==> config.mk <==
export PLATFORM = sky130hd
export DESIGN_NAME = event_merge_arbiter
export DESIGN_NICKNAME = d
export VERILOG_FILES = /design/src/rtl/event_merge_arbiter.sv
export SDC_FILE = /design/constraint.sdc
export NUM_CORES = 1
export LEC_CHECK = 0
export ABC_AREA = 1
export CELL_PAD_IN_SITES_DETAIL_PLACEMENT = 2
export CELL_PAD_IN_SITES_GLOBAL_PLACEMENT = 2
export CORE_UTILIZATION = 27
export DETAILED_ROUTE_END_ITERATION = 16
export GPL_ROUTABILITY_DRIVEN = 0
export PLACE_DENSITY_LB_ADDON = 0.1
export SLEW_MARGIN = 15
export SYNTH_ARGS = -nofsm -noshare
export SYNTH_HDL_FRONTEND = slang
export SYNTH_SLANG_ARGS = --single-unit
==> constraint.sdc <==
create_clock -name clk -period 8.45 [get_ports clk]
set_clock_uncertainty 0.1 [all_clocks]
set_input_delay 2.535 -clock clk [delete_from_list [all_inputs] [get_ports clk]]
set_output_delay 2.535 -clock clk [all_outputs]
set_load 0.005 [all_outputs]
==> src/rtl/event_merge_arbiter.sv <==
// -----------------------------------------------------------------------------
// event_merge_arbiter
//
// Order-preserving merge of NUM_SRC raster-ordered event streams into the
// single event input of the event scheduler. Each source feeds a one-entry
// head register. A decision is made only once every source is resolved,
// meaning it holds either an event or its end-of-frame marker. The smallest
// held address is then issued. Equal addresses are shared round-robin. An
// issued address that goes backwards within a frame sets a sticky error
// flag. A one-cycle frame_done pulse follows the last event of a frame.
//
// Ports:
//   clk, rst          rising-edge clock, synchronous active-high reset
//   src_valid/eof     per-source handshake; eof transfers carry no event
//   src_addr/value    packed per-source event, source i at [i*W +: W]
//   src_ready         per-source ready (head empty, not in frame end)
//   sched_ready       scheduler ready_for_new_event
//   out_event_*       registered event towards the scheduler
//   frame_done        one-cycle pulse after the frame's last event
//   order_error       sticky out-of-order flag, cleared only by rst
// -----------------------------------------------------------------------------
module event_merge_arbiter #(
  parameter int NUM_SRC    = 4,
  parameter int DATA_WIDTH = 4,
  parameter int ADDR_WIDTH = 16
) (
  input  logic                          clk,
  input  logic                          rst,
  input  logic [NUM_SRC-1:0]            src_valid,
  input  logic [NUM_SRC-1:0]            src_eof,
  input  logic [NUM_SRC*ADDR_WIDTH-1:0] src_addr,
  input  logic [NUM_SRC*DATA_WIDTH-1:0] src_value,
  output logic [NUM_SRC-1:0]            src_ready,
  input  logic                          sched_ready,
  output logic [ADDR_WIDTH-1:0]         out_event_addr,
  output logic [DATA_WIDTH-1:0]         out_event_value,
  output logic                          out_event_valid,
  output logic                          frame_done,
  output logic                          order_error
);

  localparam int PTR_W = (NUM_SRC > 1) ? $clog2(NUM_SRC) : 1;

  typedef enum logic [0:0] {
    S_RUN = 1'b0,
    S_END = 1'b1
  } state_e;

  state_e                 state_q, state_d;
  logic [NUM_SRC-1:0]     hold_vld_q, hold_vld_d;
  logic [NUM_SRC-1:0]     hold_eof_q, hold_eof_d;
  logic [ADDR_WIDTH-1:0]  hold_addr_q [NUM_SRC];
  logic [ADDR_WIDTH-1:0]  hold_addr_d [NUM_SRC];
  logic [DATA_WIDTH-1:0]  hold_val_q  [NUM_SRC];
  logic [DATA_WIDTH-1:0]  hold_val_d  [NUM_SRC];
  logic [PTR_W-1:0]       rr_ptr_q, rr_ptr_d;
  logic [ADDR_WIDTH-1:0]  last_addr_q, last_addr_d;
  logic                   last_addr_vld_q, last_addr_vld_d;
  logic                   out_valid_q, out_valid_d;
  logic [ADDR_WIDTH-1:0]  out_addr_q, out_addr_d;
  logic [DATA_WIDTH-1:0]  out_val_q, out_val_d;
  logic                   frame_done_q, frame_done_d;
  logic                   order_error_q, order_error_d;

  // Selection results
  logic                   all_resolved;
  logic [ADDR_WIDTH-1:0]  min_addr;
  logic [NUM_SRC-1:0]     tie_mask;
  logic                   multi_tie;
  logic                   found;
  logic [PTR_W-1:0]       win_idx;
  logic [PTR_W-1:0]       idx_w;
  int                     idx;
  logic [PTR_W-1:0]       rr_next;
  logic                   consume;
  logic                   load;

  assign src_ready = ~hold_vld_q & ~hold_eof_q & {NUM_SRC{state_q == S_RUN}};

  // Minimum search over held events and round-robin pick among equal minima
  always_comb begin
    all_resolved = &(hold_vld_q | hold_eof_q);
    min_addr     = {ADDR_WIDTH{1'b1}};
    tie_mask     = {NUM_SRC{1'b0}};
    found        = 1'b0;
    win_idx      = {PTR_W{1'b0}};
    idx          = 0;
    idx_w        = {PTR_W{1'b0}};
    for (int i = 0; i < NUM_SRC; i++) begin
      min_addr = (hold_vld_q[i] && (hold_addr_q[i] < min_addr)) ? hold_addr_q[i] : min_addr;
    end
    for (int i = 0; i < NUM_SRC; i++) begin
      tie_mask[i] = hold_vld_q[i] && (hold_addr_q[i] == min_addr);
    end
    multi_tie = ($countones(tie_mask) > 1);
    // First minimum-holding candidate at or after rr_ptr, wrapping modulo NUM_SRC
    for (int k = 0; k < NUM_SRC; k++) begin
      idx   = int'(rr_ptr_q) + k;
      idx   = (idx >= NUM_SRC) ? (idx - NUM_SRC) : idx;
      idx_w = PTR_W'(idx);
      if (!found && tie_mask[idx_w]) begin
        found   = 1'b1;
        win_idx = idx_w;
      end else begin
        found   = found;
      end
    end
    rr_next = (win_idx == PTR_W'(NUM_SRC - 1)) ? {PTR_W{1'b0}} : (win_idx + PTR_W'(1));
  end

  // Next-state: head capture, output load/consume, order check, frame FSM
  always_comb begin
    state_d         = state_q;
    hold_vld_d      = hold_vld_q;
    hold_eof_d      = hold_eof_q;
    hold_addr_d     = hold_addr_q;
    hold_val_d      = hold_val_q;
    rr_ptr_d        = rr_ptr_q;
    last_addr_d     = last_addr_q;
    last_addr_vld_d = last_addr_vld_q;
    out_valid_d     = out_valid_q;
    out_addr_d      = out_addr_q;
    out_val_d       = out_val_q;
    frame_done_d    = 1'b0;
    order_error_d   = order_error_q;

    consume = out_valid_q & sched_ready;
    // Output slot is free when empty or being drained in this same cycle
    load    = (state_q == S_RUN) & all_resolved & (|hold_vld_q) & (~out_valid_q | sched_ready);

    for (int i = 0; i < NUM_SRC; i++) begin
      if (src_valid[i] && src_ready[i]) begin
        if (src_eof[i]) begin
          hold_eof_d[i] = 1'b1;
        end else begin
          hold_vld_d[i]  = 1'b1;
          hold_addr_d[i] = src_addr[i*ADDR_WIDTH +: ADDR_WIDTH];
          hold_val_d[i]  = src_value[i*DATA_WIDTH +: DATA_WIDTH];
        end
      end else begin
        hold_vld_d[i] = hold_vld_d[i];
      end
    end

    if (load) begin
      hold_vld_d[win_idx] = 1'b0;
      out_valid_d         = 1'b1;
      out_addr_d          = hold_addr_q[win_idx];
      out_val_d           = hold_val_q[win_idx];
      last_addr_d         = hold_addr_q[win_idx];
      last_addr_vld_d     = 1'b1;
      if (last_addr_vld_q && (hold_addr_q[win_idx] < last_addr_q)) begin
        order_error_d = 1'b1;
      end else begin
        order_error_d = order_error_q;
      end
      if (multi_tie) begin
        rr_ptr_d = rr_next;
      end else begin
        rr_ptr_d = rr_ptr_q;
      end
    end else if (consume) begin
      out_valid_d = 1'b0;
    end else begin
      out_valid_d = out_valid_q;
    end

    case (state_q)
      S_RUN: begin
        if ((&hold_eof_q) && !(|hold_vld_q) && (!out_valid_q || consume)) begin
          state_d      = S_END;
          frame_done_d = 1'b1;
        end else begin
          state_d      = S_RUN;
        end
      end
      S_END: begin
        hold_eof_d      = {NUM_SRC{1'b0}};
        last_addr_vld_d = 1'b0;
        state_d         = S_RUN;
      end
      default: begin
        state_d = S_RUN;
      end
    endcase
  end

  // State registers with synchronous reset
  always_ff @(posedge clk) begin
    if (rst) begin
      state_q         <= S_RUN;
      hold_vld_q      <= {NUM_SRC{1'b0}};
      hold_eof_q      <= {NUM_SRC{1'b0}};
      for (int i = 0; i < NUM_SRC; i++) begin
        hold_addr_q[i] <= {ADDR_WIDTH{1'b0}};
        hold_val_q[i]  <= {DATA_WIDTH{1'b0}};
      end
      rr_ptr_q        <= {PTR_W{1'b0}};
      last_addr_q     <= {ADDR_WIDTH{1'b0}};
      last_addr_vld_q <= 1'b0;
      out_valid_q     <= 1'b0;
      out_addr_q      <= {ADDR_WIDTH{1'b0}};
      out_val_q       <= {DATA_WIDTH{1'b0}};
      frame_done_q    <= 1'b0;
      order_error_q   <= 1'b0;
    end else begin
      state_q         <= state_d;
      hold_vld_q      <= hold_vld_d;
      hold_eof_q      <= hold_eof_d;
      hold_addr_q     <= hold_addr_d;
      hold_val_q      <= hold_val_d;
      rr_ptr_q        <= rr_ptr_d;
      last_addr_q     <= last_addr_d;
      last_addr_vld_q <= last_addr_vld_d;
      out_valid_q     <= out_valid_d;
      out_addr_q      <= out_addr_d;
      out_val_q       <= out_val_d;
      frame_done_q    <= frame_done_d;
      order_error_q   <= order_error_d;
    end
  end

  assign out_event_valid = out_valid_q;
  assign out_event_addr  = out_addr_q;
  assign out_event_value = out_val_q;
  assign frame_done      = frame_done_q;
  assign order_error     = order_error_q;

endmodule
==> results.yml <==
routing:
  drt-total-wl_um: 48100
  dr.pass1.iters: 5
  avgRoutedWirePerCell_um: 24.3
  vias_per_cell: 5.42
  ant_nets: 0
  drt_iter0_drc: 562
  drcViolationCount: 0
  num_vias: 10726
clocking:
  clockRootBuffer: "clkbuf_16"
  holdBufCountCts: 0
  ctsLongestPathBuffers: 2
  clk_pin_slew_worst_paths_ns: 0.07
  cts.sinks: 114
  cts_htree_levels: 4
  cts_tree: "done"
  worst_skew_pair.late_latency_ns: 0.46
  numCtsBuffers: 17
synthesis:
  ys_ff_latch: 114
  yosysWarnings: 0
  synthFlopType: "dfxtp_1"
  synth_cells: 1310
  synth_cell_types: 37
  async_flop_share: 0
  synth_edf_count: 0
  syn_area_sq_um: 8240
  ys_seq_area_frac: 0.277
  avgSynthCellArea_sq_um: 6.29
  synth_nets: 1464
floorplanning:
  die_x_um: 177
  core_area_sq_um: 29800
  fp.dieH_um: 177
  fp.dieArea_sq_um: 31200
  fp-row-count: 63
  io_pins: 118
  start_util: 0.276
timing:
  max_slew.worst_pin.slew_ns: 1.04
  post-route-min-period_ns: 9.16
  max_freq_ghz: 0.109
  period_share: 1.08
  drv_slew: 0
  slew_headroom: 0.307
  grt_setup_unrepaired: "true"
  final-setup-viol-count: 1
  holdWs_ns: 0.358
  hold_viol: 0
  fin_tns_setup_ns: -0.714
  fin_ws_ns: -0.714
global_routing:
  antenna_found_initial: 1
  grt_pass1_vias: 10813
  overflow: 0
  grt_use_total: 0.275
  grt_pass1_wl_um: 64300
  grt_max_degree: 47
layout:
  final_cell_mix: "nand2_1, inv_1, buf_4"
  num_antenna_cells: 0
  area_growth_pct: 56.2
  nFillCells: 3434
  multiInputGateArea_sq_um: 5910
  seq_area_sq_um: 2290
  drive_above_1_share: 0.271
  mostFrequentLayoutCell: "nand2_1"
  final_nets: 1729
power:
  power_density_nw_per_um2: 168
  clock_power_share: 0.362
  p_leak_nw: 5.67
  p_int_mw: 1.33
  swShare: 0.385
  seqPwrFrac: 0.284
  p_switching_uw: 834
  p_comb_frac: 0.354
  peakVddDrop_v: 0.000140
critical_path:
  critPathLaunch: "hold_addr_q[54]"
  slowest_stage: "dfxtp_2"
  critPathMaxFanout: 9
  required_ns: 8.72
  endpoint_kind: "register"
  cp_data_arrival_time_ns: 9.43
  critPathMostFrequentCell: "nand2_1"
  regToRegStartpoint: "hold_addr_q[54]"
  cp_slowest_stage_delay_ns: 0.34
  critPathTopFamily: "simple AND/OR/NAND/NOR gates"
  path_buf_inv: 12
  cp-start-kind: "register"
  critPathKind: "register to register"
placed_design:
  hpwl_um: 32400
  port_buffers: 117
  pre_cts_ws_ns: -0.948
worst_hold_path:
  holdCritPathClass: "register to register"
  min_from: "hold_val_q[5]"
run:
  max-cap-violations: 0
run_status:
  failed_checks: "negative setup slack"
  outcome: "finished, violations left"
## final cells by class
cell class | instances | area share
clock buffers | 17 | 0.0331
clock inverters | 15 | 0.0132
inverters | 174 | 0.0514
multi-input cells | 963 | 0.460
flip-flops and latches | 114 | 0.178
well taps | 390 | 0.0379
repair buffers | 305 | 0.227
## flip-flops by register name, summed over array words and instances, names as in the netlist
name,flops
out_event_valid,1
out_event_addr,16
hold_vld_q,4
rr_ptr_q,2
out_event_value,4
state_q,1
hold_val_q,16
hold_addr_q,64
last_addr_vld_q,1
order_error,1
hold_eof_q,4
## metrics by stage
stage	area [sq um]	total power, mW	util	std cells
4_1_cts	11800	2.04	0.396	1946
5_1_grt	12900	2.25	0.432	1978
3_3_place_gp	10800	1.20	0.361	1900
6_report	12900	2.16	0.432	1978
3_5_place_dp	10800	1.22	0.361	1900
2_1_floorplan	8240	0.904	-	1310
## kinds of logic (layout without fill, tap and decap cells)
group	count (synthesis)	count (layout)	share of synthesized area
simple gates	540	541	0.280
compound gates	358	358	0.229
buf+inv	234	511	0.116
flops	114	114	0.277
fa+ha+maj	63	63	0.0966
xor+xnor	1	1	0.00106
## synth_stat cells (all sizes together) (4+ instances only)
master | instances | area [sq um]
nand2 | 303 | 1160
inv | 174 | 653
o21ai | 170 | 862
a21oi | 161 | 810
nand3 | 116 | 598
dfxtp | 114 | 2280
nor2 | 84 | 328
ha | 62 | 776
clkbuf | 40 | 150
nand4 | 21 | 131
buf | 20 | 153
nor3 | 7 | 35.0
a211oi | 5 | 37.5
a221oi | 4 | 35.0
o211ai | 4 | 30.0
## worst reg2reg max path, delay by kind of cell, from the launching register on
| kind | cells | cell delay, ns |
|---|---|---|
| buf+inv | 12 | 1.56 |
| flops | 1 | 0.34 |
| fa+ha+maj | 4 | 1.27 |
| compound gates | 11 | 1.71 |
| simple gates | 38 | 4.12 |
## what timing repair did
action,4_1_cts,5_1_grt
pin swaps,17,75
resized for setup,76,195
setup buffers,11,24
cloned,3,9
hold endpoints to repair,0,0
setup endpoints to repair,26,27
## metal layers
layer / vias to the layer above / GRT usage / share of wire
li1: 4897 / - / -
met1: 5405 / 0.371 / 0.44
met2: 316 / 0.454 / 0.48
met3: 106 / 0.0344 / 0.043
met4: 2 / 0.0805 / 0.038
met5: - / 0 / 0.00027
## worst paths after layout
kind | to | cells past startpoint | slack (ns)
worst max-delay path | order_error | 65 | -0.71
worst min-delay path | hold_val_q[5] | 2 | 0.36
worst max register to register | order_error | 65 | -0.71
worst min register to register | hold_val_q[5] | 2 | 0.36
## power groups by stage
stage | logic [mW] | clock network (mW) | registers, mW
CTS | 0.639 | 0.789 | 0.610
global route | 0.816 | 0.817 | 0.618
detailed placement | 0.601 | 0 | 0.621
global placement | 0.581 | 0 | 0.620
finish | 0.766 | 0.783 | 0.615
floorplan | 0.299 | 0 | 0.605
No activity file was read; power rests on OpenSTA's default activity.
